==> config.mk <==
export PLATFORM = sky130hd
export DESIGN_NAME = control_unit
export DESIGN_NICKNAME = d
export VERILOG_FILES = /design/src/rtl/control_unit.sv
export SDC_FILE = /design/constraint.sdc
export NUM_CORES = 1
export LEC_CHECK = 0
export BUFFER_PORTS_ARGS = -buffer_cell sky130_fd_sc_hd__buf_4
export CELL_PAD_IN_SITES_DETAIL_PLACEMENT = 1
export CELL_PAD_IN_SITES_GLOBAL_PLACEMENT = 1
export CORE_UTILIZATION = 24
export DETAILED_ROUTE_END_ITERATION = 10
export GPL_ROUTABILITY_DRIVEN = 0
export GPL_TIMING_DRIVEN = 0
export PLACE_DENSITY = 0.82
export RECOVER_POWER = 100
export SYNTH_ARGS = -nofsm -noshare
export SYNTH_HDL_FRONTEND = slang
export SYNTH_SLANG_ARGS = --single-unit
==> constraint.sdc <==
create_clock -name clock -period 1.5 [get_ports clock]
set_input_delay 0.075 -clock clock [delete_from_list [all_inputs] [get_ports clock]]
set_output_delay 0.075 -clock clock [all_outputs]
set_load 0.05 [all_outputs]
==> src/rtl/control_unit.sv <==
// Hardwired sequencer: two-cycle fetch, then one or two execute cycles
// driving every select/enable input of the ALU system datapath.
module control_unit (
    input  logic        clock,
    input  logic        reset,
    input  logic [15:0] IROut,
    input  logic [3:0]  flags,
    output logic [3:0]  RegSel_rf,
    output logic [3:0]  ScrSel,
    output logic [2:0]  FunSel3,
    output logic [2:0]  OutASel,
    output logic [2:0]  OutBSel,
    output logic        MuxDSel,
    output logic [4:0]  FunSel5,
    output logic        flag_we,
    output logic [1:0]  MuxASel,
    output logic [1:0]  MuxBSel,
    output logic [1:0]  MuxCSel,
    output logic        LH,
    output logic        write,
    output logic        E,
    output logic [1:0]  FunSel2_dr,
    output logic [2:0]  RegSel_arf,
    output logic [1:0]  FunSel2_arf,
    output logic [1:0]  OutCSel,
    output logic [1:0]  OutDSel,
    output logic        mem_cs,
    output logic        mem_wr,
    output logic        halted,
    output logic        illegal
);

    localparam int unsigned OPW = 6;

    localparam logic [OPW-1:0] OP_BRA = 6'h00;
    localparam logic [OPW-1:0] OP_BNE = 6'h01;
    localparam logic [OPW-1:0] OP_BEQ = 6'h02;
    localparam logic [OPW-1:0] OP_INC = 6'h03;
    localparam logic [OPW-1:0] OP_ADD = 6'h04;
    localparam logic [OPW-1:0] OP_IMM = 6'h05;
    localparam logic [OPW-1:0] OP_HLT = 6'h06;

    typedef enum logic [2:0] {
        T0   = 3'd0,
        T1   = 3'd1,
        T2   = 3'd2,
        T3   = 3'd3,
        HALT = 3'd4
    } state_t;

    state_t state, state_nxt;

    logic [OPW-1:0] opcode;
    logic [2:0]     dst, sreg1, sreg2;
    logic [1:0]     rsel;
    logic           s_bit;
    logic           zflag;
    logic           unused_flags;

    assign opcode       = IROut[15:10];
    assign s_bit        = IROut[9];
    assign rsel         = IROut[9:8];
    assign dst          = IROut[8:6];
    assign sreg1        = IROut[5:3];
    assign sreg2        = IROut[2:0];
    assign zflag        = flags[3];
    assign unused_flags = ^flags[2:0];

    // Register code 0..3 maps R1..R4 onto one-hot enable bit3..bit0
    function automatic logic [3:0] rf_onehot(input logic [1:0] r);
        return 4'(4'b1000 >> r);
    endfunction

    // State register
    always_ff @(posedge clock or negedge reset) begin
        if (!reset) state <= T0;
        else        state <= state_nxt;
    end

    // Next state and control outputs; everything inactive while reset is low
    always_comb begin
        state_nxt   = state;
        RegSel_rf   = 4'b0000;
        ScrSel      = 4'b0000;
        FunSel3     = 3'b000;
        OutASel     = 3'b000;
        OutBSel     = 3'b000;
        MuxDSel     = 1'b0;
        FunSel5     = 5'b00000;
        flag_we     = 1'b0;
        MuxASel     = 2'b00;
        MuxBSel     = 2'b00;
        MuxCSel     = 2'b00;
        LH          = 1'b0;
        write       = 1'b0;
        E           = 1'b0;
        FunSel2_dr  = 2'b00;
        RegSel_arf  = 3'b000;
        FunSel2_arf = 2'b00;
        OutCSel     = 2'b00;
        OutDSel     = 2'b00;
        mem_cs      = 1'b0;
        mem_wr      = 1'b0;
        halted      = 1'b0;
        illegal     = 1'b0;

        if (reset) begin
            case (state)
                T0, T1: begin
                    OutDSel     = 2'b00;
                    mem_cs      = 1'b1;
                    LH          = (state == T1);
                    write       = 1'b1;
                    RegSel_arf  = 3'b100;
                    FunSel2_arf = 2'b01;
                    state_nxt   = (state == T0) ? T1 : T2;
                end
                T2: begin
                    state_nxt = T0;
                    case (opcode)
                        OP_BRA, OP_BNE, OP_BEQ: begin
                            if ((opcode == OP_BRA) ||
                                (opcode == OP_BNE && !zflag) ||
                                (opcode == OP_BEQ &&  zflag)) begin
                                MuxBSel     = 2'b11;
                                RegSel_arf  = 3'b100;
                                FunSel2_arf = 2'b10;
                            end
                        end
                        OP_INC: begin
                            if (dst[2] || sreg1[2]) begin
                                illegal = 1'b1;
                            end else begin
                                OutASel   = sreg1;
                                FunSel5   = 5'b10000;
                                MuxASel   = 2'b00;
                                RegSel_rf = rf_onehot(dst[1:0]);
                                FunSel3   = 3'b010;
                                state_nxt = T3;
                            end
                        end
                        OP_ADD: begin
                            if (dst[2] || sreg1[2] || sreg2[2]) begin
                                illegal = 1'b1;
                            end else begin
                                OutASel   = sreg1;
                                OutBSel   = sreg2;
                                FunSel5   = 5'b10100;
                                MuxASel   = 2'b00;
                                RegSel_rf = rf_onehot(dst[1:0]);
                                FunSel3   = 3'b010;
                                flag_we   = s_bit;
                            end
                        end
                        OP_IMM: begin
                            MuxASel   = 2'b11;
                            RegSel_rf = rf_onehot(rsel);
                            FunSel3   = 3'b010;
                        end
                        OP_HLT: state_nxt = HALT;
                        default: illegal = 1'b1;
                    endcase
                end
                T3: begin
                    RegSel_rf = rf_onehot(dst[1:0]);
                    FunSel3   = 3'b001;
                    flag_we   = s_bit;
                    state_nxt = T0;
                end
                HALT: begin
                    halted    = 1'b1;
                    state_nxt = HALT;
                end
                default: state_nxt = T0;
            endcase
        end
    end

endmodule
* Word level (Yosys, flattened, before mapping)
Cells that the tools add are included.
** Operators by class
- Equal/unequal tests :: 10
- Shifts and indexed selects :: 2
- Muxes and demuxes :: 58
- Reduce and logical (&&, ||, !) cells :: 12
** Operator list (count)
- two-way mux 3 bit :: 11
- two-way mux 2 bit :: 15
- two-way mux 5 bit :: 4
- == test 6 x 3 -> 1 bit, second input constant :: 3
- case mux 3 bit (2 select lines) :: 3
- two-way mux 1 bit :: 13
- == test 6 x 2 -> 1 bit, second input constant :: 2
- two-way mux 4 bit :: 3
- case mux 4 bit (3 select lines) :: 1
- case mux 5 bit (2 select lines) :: 1
- case mux 3 bit (3 select lines) :: 1
- case mux 2 bit (2 select lines) :: 2
- case mux 4 bit (2 select lines) :: 1
- >> shifter 4 x 2 -> 4 bit, first input constant :: 2
- == test 3 x 2 -> 1 bit, second input constant :: 2
- == test 6 x 1 -> 1 bit, second input constant :: 1
- logical NOT 6 bit :: 1
- case mux 2 bit (3 select lines) :: 1
- OR reduction 5 bit :: 1
- logical OR 1 bit :: 4
- == test 3 x 1 -> 1 bit, second input constant :: 1
- == test 3 bit, second input constant :: 1
- logical NOT 3 bit :: 1
- case mux 1 bit (3 select lines) :: 1
- 5 further kinds :: 6
** Storage, ports and cells
- Bits in registers :: 3
- Input port bits :: 22
- Output and inout port bits :: 48

* Longest topological paths before layout
Gate-level depths: netlist of run 1.
- Depth after elaboration :: 8
- Mapped depth :: 5
- Gate-level depth less buffers :: 4

* Worst setup path before layout of run 1
No wires, ideal clock.
- Path type :: reg-to-output
- Start :: register state[0]
- End :: output RegSel_arf[2]
- Arrival :: 3.867 ns
- Data required time :: 1.425 ns
- Setup slack :: -2.442 ns
- Stages on the path, launching flop included :: 5
- Path buffers :: 0
- Cell sequence :: dfrtp_1 and4bb_2 nand2_1 a2111oi_0 or2_1
** Between the ends
- Word-level cells in the longest chain between the ends :: 4
- Elaborated cells on any way between the ends :: 6
- Those cells by class :: 2 x eq/ne; 2 x mux; 2 x reduce/logical
** Ends and longest elaborated chain
- start, declared :: line 51 : state_t state, state_nxt;
- start signal, assigned :: line 77 : else state <= state_nxt;
- == test 3 x 1 -> 1 bit or logical NOT 3 bit (tied branches) :: line 108 : case (state)
- OR reduction 2 bit :: line 108
- case mux 3 bit (2 select lines) * :: line 108
- two-way mux 3 bit * :: line 107 : if (reset) begin
- end, declared :: line 23 : output logic [2:0] RegSel_arf,
Mark *: on every way between the ends. The rest lies on a longest branch, timed or not.

* Worst setup path after layout of run 1
- Start :: register state[0]
- End :: output RegSel_rf[3]
** Between the ends
- Word-level cells in the longest chain between the ends :: 3
- Elaborated cells on any way between the ends :: 4
- Those cells by class :: 2 x eq/ne; 2 x mux
** Ends and longest elaborated chain
- == test 3 x 2 -> 1 bit :: line 108
- case mux 4 bit (2 select lines) * :: line 108
- two-way mux 4 bit * :: line 107
- end, declared :: line 8 : output logic [3:0] RegSel_rf,
Marked as above.

==> impl_metrics.ini, run 1 <==
[yosys]
dominantRegCellSynth = sky130_fd_sc_hd__dfrtp_1
synth.distinct_cells = 41
synth_compound_gate_area_share = 0.195
share_of_flip_flops_with_an_asynchronous_set_or_reset = 1.00
post_synthesis_register_bit_count = 3
total_standard_cell_area_after_synthesis_sq_um = 783
post_synth_and_or_nand_nor_area_fraction = 0.395
syn_avg_cell_area_sq_um = 7.19
netlist_instances = 109
number_of_synthesized_flops_with_an_enable_pin = 0
seq_area_frac_synth = 0.0958
synthMuxAreaShare = 0
xor_xnor_share_of_the_synthesized_area = 0
yosys.area_share.adder = 0
synth_top_family_by_area = simple AND/OR/NAND/NOR gates
yosys_warnings = 0

[die]
die-area_sq_um = 3500
core_area_sq_um = 3080
die_width_microns = 59.1
die-height_microns = 59.1
row_count = 20
top_level_ports = 70
initial_utilization = 0.254

[worst_setup_path]
r2r_end = state[1]$_DFFE_PN0P_
worstSetupPathType = reg -> out
worstSetupStartpointType = flop
r2r_cells = 7
r2r_slack_ns = 0.05
critical-path-max-stage-delay_ns = 0.39
critPathArrivalTime_ns = 1.69
worst_r2r_startpoint = state[1]$_DFFE_PN0P_
required_ns = 1.42
crit_chain = and4bb_2 > nand2_4 > a21o_1 > a32oi_4 > buf_6
crit_path_top_delay_cell = sky130_fd_sc_hd__dfrtp_1
critical_path_peak_fanout = 4
end_kind = output pin

[cells_and_area]
regMostFlops = state
multi_input_area_sq_um = 801
fillers = 364
fraction_of_final_layout_cells_sized_beyond_drive_strength_1 = 0.665
largest_reg_flops = 3
stdcell_area_sq_um = 1810
register_area_sq_um = 75.1
layout.nets = 217
syn_to_final_growth_pct = 131
layout.cells.non_filler = 238
layout.cells.most_common = sky130_fd_sc_hd__buf_4
final_cell_mix = sky130_fd_sc_hd__buf_4 (51), sky130_fd_sc_hd__buf_6 (27), sky130_fd_sc_hd__conb_1 (23)
antenna-diode-count = 0
finalCoreUtilization = 0.587
reg_top3 = state (3)

[power_and_ir_drop]
powerDensity_nw_per_um2 = 758
peakVddDrop_uv = 627
leakagePower_nw = 0.827

[sta]
timing_worst_slew_pin_value_ns = 0.600
finalHoldWorstSlack_ns = -0.379
timing.final.ws_setup_ns = -0.269
hold_viol_final = 3
max_freq_ghz = 0.565
skew_ns = 0.00208
final.period_utilization = 1.18
grt_setup_unrepaired = yes
fin_crit_ns = 1.77
setup_viol = 22
slew_viol_final = 0
relSlewSlack = 0.598

[job]
maxcap_viol_count = 0

[detailed_routing]
dr.pass1.iters = 4
wire_per_inst_microns = 15.6
route.antenna.remaining_nets = 0
route.final.wire_length_microns = 3720
dr_total_vias = 1098
route.detailed.drc = 0
first_iter_violations = 18
route.detailed.vias_per_inst = 4.61

[outcome]
run_status = complete, but fails checks
failing_checks = negative hold slack, negative setup slack

[cts]
cts-htree-levels = 1
cts_root_buffer = sky130_fd_sc_hd__clkbuf_4
tritoncts = built
insertion_delay_ns = 0.24
clock_tree.buffer_depth = 2
cts.sink_count = 3
clk_pin_slew_ns = 0.04
number_of_buffers_inserted_during_clock_tree_synthesis = 3

[global_routing]
overflow = 0
grt_pass1_wl_microns = 5310
grt_start_max_net_pins = 11
antenna_found_initial = 0
grt_pass1_vias = 1139
grtUsageTotal = 0.203

[placed_design]
hpwlAfterDp_microns = 2350
detailedPlace.worstSlack_ns = -0.340
dp.cells = 217
io_buffers = 42
postPlaceCellArea_sq_um = 1450

[min_path]
worst_hold_path_type = in -> async
## cell families after synthesis
| logic type | after synthesis |
|---|---|
| AOI/OAI and AO/OA | 21 |
| and+or+nand+nor | 49 |
| buffers and inverters | 35 |
| DFF | 3 |
| other | 1 |
## power breakdown
group,switching (mW),internal [mW]
Combinational,0.634,0.464
Sequential,0.0186,0.104
Clock,0.0475,0.100
## critical path: cells and delay by family, from the launching register on
family,cells,cell delay [ns]
AO/OA/AOI/OAI,2,0.42
AND/OR/NAND/NOR,2,0.45
flip-flops,1,0.39
buffers and inverters,1,0.18
## worst max-delay path by stage
stage / cells after the start / startpoint / end
after global routing: 5 / state[0]$_DFFE_PN0P_ / RegSel_rf[3]
after CTS: 5 / state[2]$_DFFE_PN0P_ / RegSel_rf[3]
after floorplan: 4 / state[0]$_DFFE_PN0P_ / RegSel_arf[2]
after global placement: 6 / IROut[10] / RegSel_rf[3]
after detailed placement: 6 / IROut[10] / RegSel_rf[3]
final: 5 / state[0]$_DFFE_PN0P_ / RegSel_rf[3]
## cell usage after synthesis, drive strengths merged (2+ instances only)
master | count | area (sq um)
and2 | 5 | 31.3
nand3b | 3 | 22.5
nand3 | 2 | 10.0
a31oi | 3 | 18.8
dfrtp | 3 | 75.1
o31ai | 2 | 15.0
nor3b | 4 | 30.0
o21ai | 5 | 25.0
inv | 4 | 15.0
a2111oi | 3 | 32.5
or3 | 3 | 25.0
nand4b | 2 | 17.5
or2 | 2 | 12.5
a21oi | 2 | 10.0
buf | 30 | 224
nand2 | 7 | 26.3
nor2 | 8 | 30.0
nor3 | 4 | 25.0
## cell type report
| cell class | instances | area share |
|---|---|---|
| tap | 44 | 0.0305 |
| clock buffer | 4 | 0.0146 |
| buffer | 31 | 0.137 |
| multi-input combinational | 93 | 0.444 |
| timing repair buffer | 59 | 0.322 |
| inverter | 4 | 0.0104 |
| sequential | 3 | 0.0416 |
## per-layer routing
layer	wire, microns	GRT usage	up-vias	part of all wire
met3	213	0.0240	6	0.057
met4	53	0.0782	0	0.014
met1	1270	0.200	524	0.34
met2	2190	0.419	59	0.59
met5	0	0	-	0
li1	-	-	509	-
## metrics by stage
step,setup TNS [ns],power [mW]
after floorplan,-2.08,0.751
after global placement,-1.14,0.914
after detailed placement,-1.52,0.937
after CTS,-3.79,1.29
after global routing,-5.89,1.44
final,-4.24,1.37
## what timing repair did
item | 4_1_cts | 5_1_grt
endpoints found under the setup margin | 19 | 22
resized for setup | 41 | 11
pin swaps | 14 | 7
hold endpoints to repair | 3 | 3
setup buffers | 13 | 5
Power figures use the tool's default switching activity.
==> run 2: changes to the inputs <==
--- a/config.mk
+++ b/config.mk
@@ -9,6 +9,7 @@
 export CELL_PAD_IN_SITES_DETAIL_PLACEMENT = 1
 export CELL_PAD_IN_SITES_GLOBAL_PLACEMENT = 1
 export CORE_UTILIZATION = 24
+export CTS_BUF_LIST = sky130_fd_sc_hd__clkbuf_2 sky130_fd_sc_hd__clkbuf_4 sky130_fd_sc_hd__clkbuf_8
 export DETAILED_ROUTE_END_ITERATION = 10
 export GPL_ROUTABILITY_DRIVEN = 0
 export GPL_TIMING_DRIVEN = 0
==> impl_metrics.ini, run 2 (synthesized netlist as in run 1, its figures left out) <==
[cells_and_area]
fraction_of_final_layout_cells_sized_beyond_drive_strength_1 = 0.665
syn_to_final_growth_pct = 141
stdcell_area_sq_um = 1890
largest_reg_flops = 3
regMostFlops = state
reg_top3 = state (3)
fillers = 346
layout.nets = 220
final_cell_mix = sky130_fd_sc_hd__buf_4 (49), sky130_fd_sc_hd__buf_6 (26), sky130_fd_sc_hd__conb_1 (23)
finalCoreUtilization = 0.614
antenna-diode-count = 0
layout.cells.most_common = sky130_fd_sc_hd__buf_4

[detailed_routing]
route.antenna.remaining_nets = 0
dr_total_vias = 1105
wire_per_inst_microns = 15.1
route.detailed.drc = 0
first_iter_violations = 18
route.detailed.vias_per_inst = 4.59
dr.pass1.iters = 4
route.final.wire_length_microns = 3650

[sta]
fin_crit_ns = 1.80
timing_worst_slew_pin_value_ns = 0.677
max_freq_ghz = 0.557
hold_viol_final = 0
final.period_utilization = 1.20
skew_ns = 0.00141
relSlewSlack = 0.546
setup_viol = 23
slew_viol_final = 0
timing.final.ws_setup_ns = -0.296
grt_setup_unrepaired = yes

[cts]
clock_tree.buffer_depth = 2
tritoncts = built
cts-htree-levels = 1
clk_pin_slew_ns = 0.04
number_of_buffers_inserted_during_clock_tree_synthesis = 3
cts.sink_count = 3
cts_root_buffer = sky130_fd_sc_hd__clkbuf_4
insertion_delay_ns = 0.23

[global_routing]
grt_pass1_vias = 1133
overflow = 0
met1_track_utilization_from_global_routing = 0.200
grt_pass1_wl_microns = 5330
antenna_found_initial = 0
met3_usage = 0.0306
most_utilized_layer_in_the_global_route_result = met2
use_met2 = 0.419
grtUsageTotal = 0.205
grt_start_max_net_pins = 11

[die]
top_level_ports = 70
die-height_microns = 59.1
die-area_sq_um = 3500
core_area_sq_um = 3080
initial_utilization = 0.254
row_count = 20
die_width_microns = 59.1

[placed_design]
postPlaceCellArea_sq_um = 1450
detailedPlace.worstSlack_ns = -0.340
io_buffers = 42
hpwlAfterDp_microns = 2350

[worst_setup_path]
worstSetupStartpointType = flop
critical_path_peak_fanout = 4
end_kind = output pin
r2r_cells = 7
critPathArrivalTime_ns = 1.72
worstSetupPathType = reg -> out
required_ns = 1.42

[min_path]
worst_hold_path_type = in -> async

[power_and_ir_drop]
leakagePower_nw = 0.852
peakVddDrop_uv = 574
powerDensity_nw_per_um2 = 756

[outcome]
failing_checks = negative setup slack
run_status = complete, but fails checks

[job]
maxcap_viol_count = 0
==> run 2: cell types whose count changed in the layout (fill, tap and decap cells not counted) <==
cell,delta
sky130_fd_sc_hd__dlygate4sd3_1,+1
sky130_fd_sc_hd__and4bb_4,+1
sky130_fd_sc_hd__buf_8,+6
sky130_fd_sc_hd__buf_4,-2
sky130_fd_sc_hd__clkbuf_4,-1
sky130_fd_sc_hd__nand3_4,+1
sky130_fd_sc_hd__buf_6,-1
sky130_fd_sc_hd__nor3_2,-1
sky130_fd_sc_hd__nor3_4,+1
sky130_fd_sc_hd__and4bb_2,-1
sky130_fd_sc_hd__nand3_2,-1
==> run 2: cell type report <==
| class | instances | area, sq um | share of cell area |
|---|---|---|---|
| plain buffers | 31 | 248 | 0.131 |
| clock buffers | 4 | 30.0 | 0.0159 |
| inverters | 4 | 18.8 | 0.00993 |
| multi-input cells | 93 | 818 | 0.433 |
| flip-flops and latches | 3 | 75.1 | 0.0397 |
| well taps | 44 | 55.1 | 0.0291 |
| repair buffers | 62 | 644 | 0.341 |
==> run 2: through the flow <==
step / total power [mW] / TNS [ns] / hold slack [ns] / cells
6_report: 1.43 / -4.41 / 0.246 / 241
3_3_place_gp: 0.914 / -1.14 / -0.129 / 217
4_1_cts: 1.31 / -3.79 / -0.390 / 234
3_5_place_dp: 0.937 / -1.52 / -0.128 / 217
5_1_grt: 1.51 / -6.12 / 0.238 / 241
2_1_floorplan: 0.751 / -2.08 / -0.221 / 131
==> run 2: final timing paths <==
check	slack, ns	startpoint	end
min	0.25	reset	state[0]$_DFFE_PN0P_
max reg2reg	0.01	state[1]$_DFFE_PN0P_	state[1]$_DFFE_PN0P_
min reg2reg	0.81	state[2]$_DFFE_PN0P_	state[2]$_DFFE_PN0P_
min in group clock	0.25	IROut[12]	state[2]$_DFFE_PN0P_
max in group asynchronous	1.11	reset	state[2]$_DFFE_PN0P_
max	-0.30	state[2]$_DFFE_PN0P_	RegSel_rf[3]
==> run 2: critical path, cell delays in order, from the launching register on <==
cell and delay (ns):
sky130_fd_sc_hd__dfrtp_1 0.39, sky130_fd_sc_hd__and4bb_4 0.39, sky130_fd_sc_hd__nand2_4 0.09, sky130_fd_sc_hd__a21o_1 0.25, sky130_fd_sc_hd__a32oi_4 0.17, sky130_fd_sc_hd__buf_6 0.18
==> run 2: report_power, final <==
group / leakage (nW) / switching [mW] / internal, mW
Combinational: 0.795 / 0.649 / 0.494
Sequential: 0.0391 / 0.0200 / 0.104
Clock: 0.0184 / 0.0440 / 0.118
==> run 2: metal layers <==
metal | part of all wire | vias up
met5 | 0 | -
met4 | 0.0044 | 0
met3 | 0.059 | 4
met2 | 0.60 | 49
met1 | 0.34 | 537
li1 | - | 515
==> run 2: what timing repair did <==
action	in CTS	in global routing
buffers inserted	13	7
resized for setup	41	25
endpoints found under the setup margin	19	23
pin swaps	14	10
endpoints found under the hold margin	3	3
